===== config.mk =====
export PLATFORM = sky130hd
export DESIGN_NAME = proj_gfm_collector
export DESIGN_NICKNAME = d
export VERILOG_FILES = /design/src/rtl/proj_gfm_collector.sv
export SDC_FILE = /design/constraint.sdc
export NUM_CORES = 1
export LEC_CHECK = 0
export ABC_AREA = 1
export ABC_CLOCK_PERIOD_IN_PS = 1700
export BUFFER_PORTS_ARGS = -buffer_cell sky130_fd_sc_hd__buf_4
export CELL_PAD_IN_SITES_DETAIL_PLACEMENT = 0
export CELL_PAD_IN_SITES_GLOBAL_PLACEMENT = 2
export CORE_MARGIN = 2
export CORE_UTILIZATION = 27
export CTS_CLUSTER_DIAMETER = 60
export DETAILED_ROUTE_END_ITERATION = 8
export GPL_ROUTABILITY_DRIVEN = 0
export PLACE_DENSITY_LB_ADDON = 0.1
export SETUP_SLACK_MARGIN = 0.05
export SLEW_MARGIN = 20
export SYNTH_ARGS = -nofsm -noshare
export SYNTH_HDL_FRONTEND = slang
export SYNTH_SLANG_ARGS = --single-unit

===== constraint.sdc =====
create_clock -name clk -period 1.7 [get_ports clk]
set_input_delay 0.34 -clock clk [delete_from_list [all_inputs] [get_ports clk]]
set_output_delay 0.34 -clock clk [all_outputs]
set_load 0.05 [all_outputs]

===== src/rtl/proj_gfm_collector.sv =====
// Receive side of the GFM part stream: decodes one-hot parts back to packed bases,
// reassembles whole fragments and restores the unsigned k-mer index.
module proj_gfm_collector #(
   parameter int FRAG_LEN_BITS     = 64,
   parameter int PART_ONE_HOT      = 32,
   parameter int FRAG_SIZE         = 32,
   parameter int KMER_SIZE         = 16,
   parameter int INDICES_COUNT     = 4,
   parameter int SIGNED_INDICE_LEN = 9
) (
   input  logic                         clk,
   input  logic                         rst,
   input  logic                         in_valid,
   output logic                         in_ready,
   input  logic                         in_first,
   input  logic [SIGNED_INDICE_LEN-1:0] in_index,
   input  logic [PART_ONE_HOT-1:0]      in_gfm,
   output logic                         out_valid,
   input  logic                         out_ready,
   output logic [FRAG_LEN_BITS-1:0]     out_fragment,
   output logic [SIGNED_INDICE_LEN-2:0] out_index,
   output logic                         out_err,
   output logic                         out_last,
   output logic                         out_drop
);
   localparam int PART_BITS  = PART_ONE_HOT / 2;
   localparam int PARTS      = FRAG_LEN_BITS / PART_BITS;
   localparam int BASES      = PART_ONE_HOT / 4;
   localparam int OFFSET     = (FRAG_SIZE - KMER_SIZE) >> 1;
   localparam int INDICE_LEN = SIGNED_INDICE_LEN - 1;
   localparam int SW         = SIGNED_INDICE_LEN + 1;
   localparam int PCW        = (PARTS > 1) ? $clog2(PARTS) : 1;
   localparam int BCW        = (INDICES_COUNT > 1) ? $clog2(INDICES_COUNT) : 1;
   localparam logic [PCW-1:0] LAST_PART = PCW'(PARTS - 1);
   localparam logic [BCW-1:0] LAST_FRAG = BCW'(INDICES_COUNT - 1);

   logic [PCW-1:0]               part_cnt_reg;
   logic [BCW-1:0]               batch_cnt_reg;
   logic [FRAG_LEN_BITS-1:0]     buf_reg;
   logic [SIGNED_INDICE_LEN-1:0] idx_reg;
   logic                         err_acc_reg;

   logic [PART_BITS-1:0]     dec_bits;
   logic [BASES-1:0]         dec_bad;
   logic [SW-1:0]            in_sum;
   logic [INDICE_LEN-1:0]    idx_out_next;
   logic                     range_err, first_err, part_err, accept;
   logic [FRAG_LEN_BITS-1:0] frag_next;

   genvar gi;
   generate
      for (gi = 0; gi < BASES; gi++) begin : g_dec
         logic [1:0] val;
         logic       bad;
         always_comb begin
            val = 2'd0;
            bad = 1'b0;
            case (in_gfm[4*gi +: 4])
               4'b0001: val = 2'd0;
               4'b0010: val = 2'd1;
               4'b0100: val = 2'd2;
               4'b1000: val = 2'd3;
               default: bad = 1'b1;
            endcase
         end
         assign dec_bits[2*gi +: 2] = val;
         assign dec_bad[gi]         = bad;
      end
   endgenerate

   // Sign-extend by one bit so both underflow and overflow of the re-centred index are visible.
   assign in_sum       = {in_index[SIGNED_INDICE_LEN-1], in_index} + SW'(OFFSET);
   assign range_err    = in_sum[SW-1] | (in_sum[SW-2:0] > (SW-1)'(2**INDICE_LEN - 1));
   assign idx_out_next = idx_reg[INDICE_LEN-1:0] + INDICE_LEN'(OFFSET);
   assign first_err    = (|dec_bad) | range_err;
   assign part_err     = first_err | (in_index != idx_reg);

   assign in_ready = !(part_cnt_reg == LAST_PART && out_valid && !out_ready);
   assign accept   = in_valid && in_ready;

   always_comb begin
      frag_next = buf_reg;
      frag_next[(PARTS-1)*PART_BITS +: PART_BITS] = dec_bits;
   end

   always_ff @(posedge clk) begin
      if (rst) begin
         part_cnt_reg  <= '0;
         batch_cnt_reg <= '0;
         buf_reg       <= '0;
         idx_reg       <= '0;
         err_acc_reg   <= 1'b0;
         out_valid     <= 1'b0;
         out_fragment  <= '0;
         out_index     <= '0;
         out_err       <= 1'b0;
         out_last      <= 1'b0;
         out_drop      <= 1'b0;
      end else begin
         out_drop <= 1'b0;
         if (out_valid && out_ready)
            out_valid <= 1'b0;
         if (accept) begin
            if (in_first) begin
               // A first part always restarts assembly, discarding any partial fragment.
               out_drop                 <= (part_cnt_reg != '0);
               idx_reg                  <= in_index;
               err_acc_reg              <= first_err;
               buf_reg[PART_BITS-1:0]   <= dec_bits;
               part_cnt_reg             <= PCW'(1);
            end else if (part_cnt_reg == '0) begin
               out_drop <= 1'b1;
            end else if (part_cnt_reg == LAST_PART) begin
               out_fragment  <= frag_next;
               out_index     <= idx_out_next;
               out_err       <= err_acc_reg | part_err;
               out_last      <= (batch_cnt_reg == LAST_FRAG);
               out_valid     <= 1'b1;
               part_cnt_reg  <= '0;
               batch_cnt_reg <= (batch_cnt_reg == LAST_FRAG) ? '0 : batch_cnt_reg + 1'b1;
            end else begin
               buf_reg[part_cnt_reg*PART_BITS +: PART_BITS] <= dec_bits;
               err_acc_reg  <= err_acc_reg | part_err;
               part_cnt_reg <= part_cnt_reg + 1'b1;
            end
         end
      end
   end
endmodule


==> results of run 1 <==
==> final timing paths <==
kind                                                    from  cells past startpoint  slack [ps]                             to
worst min-delay path                                in_valid                      3         240           out_valid$_SDFF_PP0_
worst max register to register  part_cnt_reg[1]$_SDFFE_PP0P_                     11           7  out_fragment[60]$_SDFFE_PP0P_
worst min register to register      buf_reg[43]$_SDFFE_PP0P_                      2         460       buf_reg[43]$_SDFFE_PP0P_
worst max-delay path            part_cnt_reg[1]$_SDFFE_PP0P_                     11           7  out_fragment[60]$_SDFFE_PP0P_
==> stage by stage <==
step                setup slack [ps]  power, mW  std cells  hold slack (ps)
finish                         7.097      7.837       1245            238.1
global route                  -71.21      8.158       1245            267.5
CTS                            34.68      7.821       1228            216.0
detailed placement            -73.56      4.206       1193            455.7
global placement              -6.504      4.194       1193            453.1
floorplan                      56.94      3.855        802            443.7
==> final cells by class <==
type                    count  area [um^2]  area share
multi-input cells         568         2894      0.3427
clock inverters            12        123.9     0.01467
well taps                 275        344.1     0.04074
flip-flops and latches    138         2769      0.3279
inverters                  53        214.0     0.02533
repair buffers            180         1658      0.1963
clock buffers              19        442.9     0.05244
==> cells in the mapped netlist, drive strengths merged <==
library cell  instances  area share
nor2                186        0.12
dfxtp               138        0.47
nand2               117       0.077
o21ai               115       0.099
a21oi                65       0.056
inv                  53       0.035
nand3                48       0.044
buf                  24       0.025
clkbuf               19       0.012
ha                   10       0.021
a31oi                 6      0.0064
a22oi                 5      0.0064
nand3b                4      0.0052
xor2                  3      0.0045
nand4                 2      0.0021
nor3                  2      0.0026
o211a                 2      0.0034
a211oi                1      0.0013
o21a                  1      0.0013
o21bai                1      0.0013
==> critical path, cell delays in order (launching register included) <==
cell and delay, ps:
sky130_fd_sc_hd__dfxtp_2 350, sky130_fd_sc_hd__inv_2 50, sky130_fd_sc_hd__ha_4 180, sky130_fd_sc_hd__inv_4 60, sky130_fd_sc_hd__ha_4 120, sky130_fd_sc_hd__inv_2 40, sky130_fd_sc_hd__nor3_4 100, sky130_fd_sc_hd__buf_6 180
sky130_fd_sc_hd__buf_12 160, sky130_fd_sc_hd__buf_6 110, sky130_fd_sc_hd__clkbuf_16 140, sky130_fd_sc_hd__a31oi_1 60
==> cell families after synthesis <==
group                    count (synthesis)
flip-flops                             138
buffers and inverters                   96
adder cells (fa/ha/maj)                 10
XOR/XNOR                                 3
AND/OR/NAND/NOR                        359
AO/OA/AOI/OAI                          196
==> per-layer routing <==
layer | global-route usage | wire, um | vias to the layer above
li1 | - | - | 2934
met1 | 0.2133 | 9213 | 2633
met2 | 0.2698 | 9172 | 135
met3 | 0.02922 | 898 | 26
met4 | 0.07056 | 459 | 0
met5 | 0 | 0 | -
==> power groups by stage <==
stage	registers (mW)	logic, mW	clock network [mW]
2_1_floorplan	3.45	0.408	0
3_3_place_gp	3.42	0.778	0
3_5_place_dp	3.42	0.790	0
4_1_cts	3.35	0.795	3.68
5_1_grt	3.36	0.988	3.81
6_report	3.35	0.890	3.59
==> what timing repair did <==
action | 4_1_cts | 5_1_grt
gates resized for setup | 7 | 138
setup endpoints to repair | 118 | 121
cloned | 1 | 12
buffers inserted | 3 | 5
pin swaps | 2 | 34
endpoints found under the hold margin | 0 | 0
==> results.sh, run 1 <==
export IMPL_power_density_nw_per_um2=927.9
export IMPL_timing_critical_path_to_type="register"
export IMPL_most_frequent_standard_cell_in_the_layout_excluding_fill_and_tap_cells="sky130_fd_sc_hd__nor2_1"
export IMPL_avgViaCountPerCell=4.601
export IMPL_die_width_um=151.0
export IMPL_postSynthCellCount=802
export IMPL_hold_wc_path_type="input port to register"
export IMPL_die_area_um2=22790
export IMPL_ctsHoldBuffers=0
export IMPL_drt_antenna_violating_nets=0
export IMPL_gr_total_overflow=0
export IMPL_grt_use_total=0.1647
export IMPL_clk_pin_slew_worst_paths_ps=60
export IMPL_post_synth_cell_area_avg_um2=7.270
export IMPL_max_slew_worst_pin_slew_ps=504.9
export IMPL_cellInternalPower_mw=5.841
export IMPL_period_needed_ps=1693
export IMPL_h_tree_depth=4
export IMPL_synth_adder_area_share=0.02146
export IMPL_layout_cells_most_common_list="sky130_fd_sc_hd__nor2_1 (160), sky130_fd_sc_hd__buf_4 (149), sky130_fd_sc_hd__dfxtp_1 (135)"
export IMPL_dp_hpwl_mm=13.61
export IMPL_seqPwrFrac=0.428
export IMPL_number_of_vias_after_detailed_routing=5728
export IMPL_p_leak_nw=3.771
export IMPL_fin_nets=1014
export IMPL_maxSlewViolCount=0
export IMPL_ys_ff_latch=138
export IMPL_hold_violations=0
export IMPL_grt_start_max_net_pins=54
export IMPL_mappedNetlistArea_um2=5831
export IMPL_critPathKind="register to register"
export IMPL_timing_critical_path_arrival_ps=1990
export IMPL_firstDrtPassIters=4
export IMPL_netlist_cell_type_count=32
export IMPL_syn_to_final_growth_pct=44.85
export IMPL_initial_utilization=0.2765
export IMPL_cts_tree="done"
export IMPL_grt_antenna_before_repair=0
export IMPL_synth_sequential_area_ratio=0.4738
export IMPL_p_switching_mw=1.996
export IMPL_fraction_of_the_mapped_netlist_area_in_compound_gates=0.1747
export IMPL_final_cell_area_um2=8446
export IMPL_ir_drop_mv=0.6721
export IMPL_path_max_fanout=8
export IMPL_synth_simple_gate_area_share=0.2539
export IMPL_drc=0
export IMPL_core_region_area_um2=21090
export IMPL_utilization=0.4005
export IMPL_cts_made_buffers=17
export IMPL_route_detailed_wl_per_inst_um=15.86
export IMPL_n_fill_cell=2210
export IMPL_min_period_over_period=0.9958
export IMPL_buffer_ports_inserted=122
export IMPL_num_rows=53
export IMPL_clock_sinks=138
export IMPL_number_of_buffers_between_clock_root_and_the_deepest_sink=2
export IMPL_detail_route_wirelength_mm=19.74
export IMPL_cp_data_required_time_ps=1990
export IMPL_largest_reg_flops=64
export IMPL_net_count_after_synthesis=858
export IMPL_cts_root_buf="sky130_fd_sc_hd__clkbuf_16"
export IMPL_post_synth_xor_area_fraction=0.004506
export IMPL_first_global_vias=5460
export IMPL_unrepaired_setup_endpoints_after_global_routing="yes"
export IMPL_global_route_wire_length_before_repair_mm=28.78
export IMPL_post_synth_mux_area_share=0
export IMPL_drive_above_1_share=0.3021
export IMPL_dpl_instance_area_um2=7271
export IMPL_io_pins=123
export IMPL_drtIter0Drc=272
export IMPL_clock_insertion_delay_worst_skew_ps=410
export IMPL_pwr_share_comb=0.114
export IMPL_worstSetupStartpointType="register"
export IMPL_finalClockSkew_ps=9.943
export IMPL_die_y_um=151.0
export IMPL_largest_family_of_logic_cells_by_synthesized_area="simple AND/OR/NAND/NOR gates"
export IMPL_max_freq_mhz=590.7
export IMPL_maxSlewHeadroom=0.6634
export IMPL_yosysWarnings=0
export IMPL_cap_violations=0
export IMPL_fin_setup_tns_ps=0
export IMPL_clock_power_share=0.459
export IMPL_power_switching_fraction=0.2547
export IMPL_setup_viol_count_final=0
export IMPL_antennaDiodeCount=0
export IMPL_outcome="completed"
Power figures use the tool's default switching activity.
==> inputs of run 2 (changes only) <==
--- a/config.mk
+++ b/config.mk
@@ -10,6 +10,7 @@
 export BUFFER_PORTS_ARGS = -buffer_cell sky130_fd_sc_hd__buf_4
 export CELL_PAD_IN_SITES_DETAIL_PLACEMENT = 0
 export CELL_PAD_IN_SITES_GLOBAL_PLACEMENT = 2
+export CORE_ASPECT_RATIO = 1.2
 export CORE_MARGIN = 2
 export CORE_UTILIZATION = 27
 export CTS_CLUSTER_DIAMETER = 60
==> results.sh, run 2 (synthesis results as in run 1) <==
export IMPL_worstSetupStartpointType="register"
export IMPL_largest_reg_flops=64
export IMPL_core_region_area_um2=21050
export IMPL_timing_critical_path_arrival_ps=1970
export IMPL_cts_made_buffers=17
export IMPL_cap_violations=0
export IMPL_max_freq_mhz=591.6
export IMPL_h_tree_depth=4
export IMPL_unrepaired_setup_endpoints_after_global_routing="yes"
export IMPL_final_instance_count_excl_fill=1239
export IMPL_avgViaCountPerCell=4.670
export IMPL_critical_path_max_stage_delay_ps=350
export IMPL_overall_power_mw=8.227
export IMPL_drt_antenna_violating_nets=0
export IMPL_dp_hpwl_mm=13.70
export IMPL_final_cell_area_um2=8433
export IMPL_min_path_cells=3
export IMPL_die_area_um2=22790
export IMPL_min_period_over_period=0.9943
export IMPL_p_leak_nw=3.800
export IMPL_worst_hold_startpoint="in_valid"
export IMPL_cp_data_required_time_ps=1980
export IMPL_num_rows=58
export IMPL_drive_above_1_share=0.2890
export IMPL_worstReg2RegEnd="buf_reg[13]$_SDFFE_PP0P_"
export IMPL_grt_met1_usage=0.1887
export IMPL_initial_utilization=0.2771
export IMPL_outcome="completed"
export IMPL_clock_insertion_delay_worst_skew_ps=420
export IMPL_worst_path_buf_inv=2
export IMPL_final_setup_slack_of_the_worst_path_ps=9.711
export IMPL_n_fill_cell=2210
export IMPL_ir_drop_mv=0.7241
export IMPL_hold_violations=0
export IMPL_grt_antenna_before_repair=0
export IMPL_hold_path_endpoint="out_valid$_SDFF_PP0_"
export IMPL_die_y_um=165.0
export IMPL_fin_setup_tns_ps=0
export IMPL_cts_root_buf="sky130_fd_sc_hd__clkbuf_16"
export IMPL_route_detailed_wl_per_inst_um=16.06
export IMPL_buffer_ports_inserted=122
export IMPL_ctsHoldBuffers=0
export IMPL_firstDrtPassIters=4
export IMPL_met2_usage=0.3173
export IMPL_die_width_um=138.1
export IMPL_gr_total_overflow=0
export IMPL_global_route_peak_usage_layer="met2"
export IMPL_cp_cell_instances="inv_2, ha_4, ha_2, nor2_2, nand2_2, nor2_4, buf_12, o21ai_0, o21ai_1, nor2_1"
export IMPL_number_of_vias_after_detailed_routing=5786
export IMPL_grt_start_max_net_pins=46
export IMPL_fin_nets=1013
export IMPL_global_route_usage_met3=0.03885
export IMPL_max_slew_worst_pin_slew_ps=531.8
export IMPL_period_needed_ps=1690
export IMPL_rr_startpoint="part_cnt_reg[1]$_SDFFE_PP0P_"
export IMPL_global_route_wire_length_before_repair_mm=29.84
export IMPL_cp_slowest_cell="sky130_fd_sc_hd__dfxtp_2"
export IMPL_antennaDiodeCount=0
export IMPL_first_global_vias=5689
export IMPL_number_of_buffers_between_clock_root_and_the_deepest_sink=2
export IMPL_critPathKind="register to register"
export IMPL_power_density_nw_per_um2=975.6
export IMPL_cts_tree="done"
export IMPL_clock_sinks=138
export IMPL_setup_viol_count_final=0
export IMPL_grt_use_total=0.1682
export IMPL_clk_pin_slew_worst_paths_ps=60
export IMPL_hold_wc_path_type="input port to register"
export IMPL_placement_setup_worst_slack_ps=-91.88
export IMPL_reg2reg_setup_slack_ps=10
export IMPL_post_place_cells=1189
export IMPL_drtIter0Drc=292
export IMPL_timing_critical_path_max_delay_family="simple AND/OR/NAND/NOR gates"
export IMPL_maxSlewHeadroom=0.6454
export IMPL_finalClockSkew_ps=7.047
export IMPL_maxSlewViolCount=0
export IMPL_worst_r2r_path_depth=10
export IMPL_timing_critical_path_to_type="register"
export IMPL_path_max_fanout=8
export IMPL_most_frequent_standard_cell_in_the_layout_excluding_fill_and_tap_cells="sky130_fd_sc_hd__nor2_1"
export IMPL_dpl_instance_area_um2=7272
export IMPL_cp_num_cells=10
export IMPL_layout_cells_most_common_list="sky130_fd_sc_hd__nor2_1 (163), sky130_fd_sc_hd__buf_4 (156), sky130_fd_sc_hd__dfxtp_1 (135)"
export IMPL_syn_to_final_growth_pct=44.64
export IMPL_io_pins=123
export IMPL_detail_route_wirelength_mm=19.89
export IMPL_drc=0
==> run 2: changes by cell type in the layout (fill, tap and decap cells not counted), moves of 3 or more <==
cell | before | now
sky130_fd_sc_hd__o21ai_2 | 30 | 15
sky130_fd_sc_hd__o21ai_0 | 62 | 72
sky130_fd_sc_hd__buf_4 | 149 | 156
sky130_fd_sc_hd__buf_6 | 11 | 6
sky130_fd_sc_hd__clkinv_2 | 5 | 1
sky130_fd_sc_hd__nand2_1 | 114 | 110
sky130_fd_sc_hd__o21ai_1 | 23 | 27
sky130_fd_sc_hd__buf_8 | 4 | 1
sky130_fd_sc_hd__nand2_2 | 2 | 5
sky130_fd_sc_hd__nor2_1 | 160 | 163
==> run 2: worst max path at each step <==
stage | slack [ps] | to | startpoint
2_1_floorplan | 60 | out_fragment[0]$_SDFFE_PP0P_ | part_cnt_reg[1]$_SDFFE_PP0P_
3_3_place_gp | -20 | out_err$_SDFFE_PP0P_ | part_cnt_reg[1]$_SDFFE_PP0P_
3_5_place_dp | -90 | batch_cnt_reg[0]$_SDFFE_PP0P_ | part_cnt_reg[1]$_SDFFE_PP0P_
4_1_cts | 40 | out_fragment[58]$_SDFFE_PP0P_ | part_cnt_reg[0]$_SDFFE_PP0P_
5_1_grt | -80 | out_fragment[63]$_SDFFE_PP0P_ | part_cnt_reg[0]$_SDFFE_PP0P_
6_report | 10 | buf_reg[13]$_SDFFE_PP0P_ | part_cnt_reg[1]$_SDFFE_PP0P_
==> run 2: report_power, final <==
part,switching [mW],internal [mW],leakage (nW)
clock,1.41,2.57,0.302
sequential,0.0476,3.30,1.12
combinational,0.540,0.357,2.38
total,2.00,6.23,3.80
==> run 2: metal layers <==
layer	wire, um	share of wire
met5	0	0
met4	201	0.010
met3	879	0.044
met2	10410	0.52
met1	8399	0.42
==> run 2: worst reg2reg max path, stage by stage, from the launching register on <==
cell	delay, ps
sky130_fd_sc_hd__dfxtp_2	350
sky130_fd_sc_hd__inv_2	50
sky130_fd_sc_hd__ha_4	170
sky130_fd_sc_hd__ha_2	180
sky130_fd_sc_hd__nor2_2	120
sky130_fd_sc_hd__nand2_2	90
sky130_fd_sc_hd__nor2_4	200
sky130_fd_sc_hd__buf_12	160
sky130_fd_sc_hd__o21ai_0	80
sky130_fd_sc_hd__o21ai_1	90
sky130_fd_sc_hd__nor2_1	60
==> run 2: what timing repair did <==
action,4_1_cts,5_1_grt
buffers inserted,5,5
pin swaps,2,20
cloned,3,7
endpoints found under the setup margin,105,112
gates resized for setup,30,90
endpoints found under the hold margin,0,0
==> run 2: cell type report <==
cell class              instances  area [um^2]  share of cell area
multi-input cells             568         2863              0.3395
repair buffers                179         1614              0.1914
inverters                      53        214.0             0.02537
clock inverters                10        165.2             0.01958
clock buffers                  21        470.5             0.05579
flip-flops and latches        138         2769              0.3283
well taps                     270        337.8             0.04006
==> run 2: stage by stage <==
| step | hold WS (ps) | util |
|---|---|---|
| finish | 197.6 | 0.4007 |
| global route | 239.1 | 0.4007 |
| CTS | 178.4 | 0.3853 |
| detailed placement | 456.4 | 0.3455 |
| global placement | 453.0 | 0.3455 |
| floorplan | 443.7 | - |
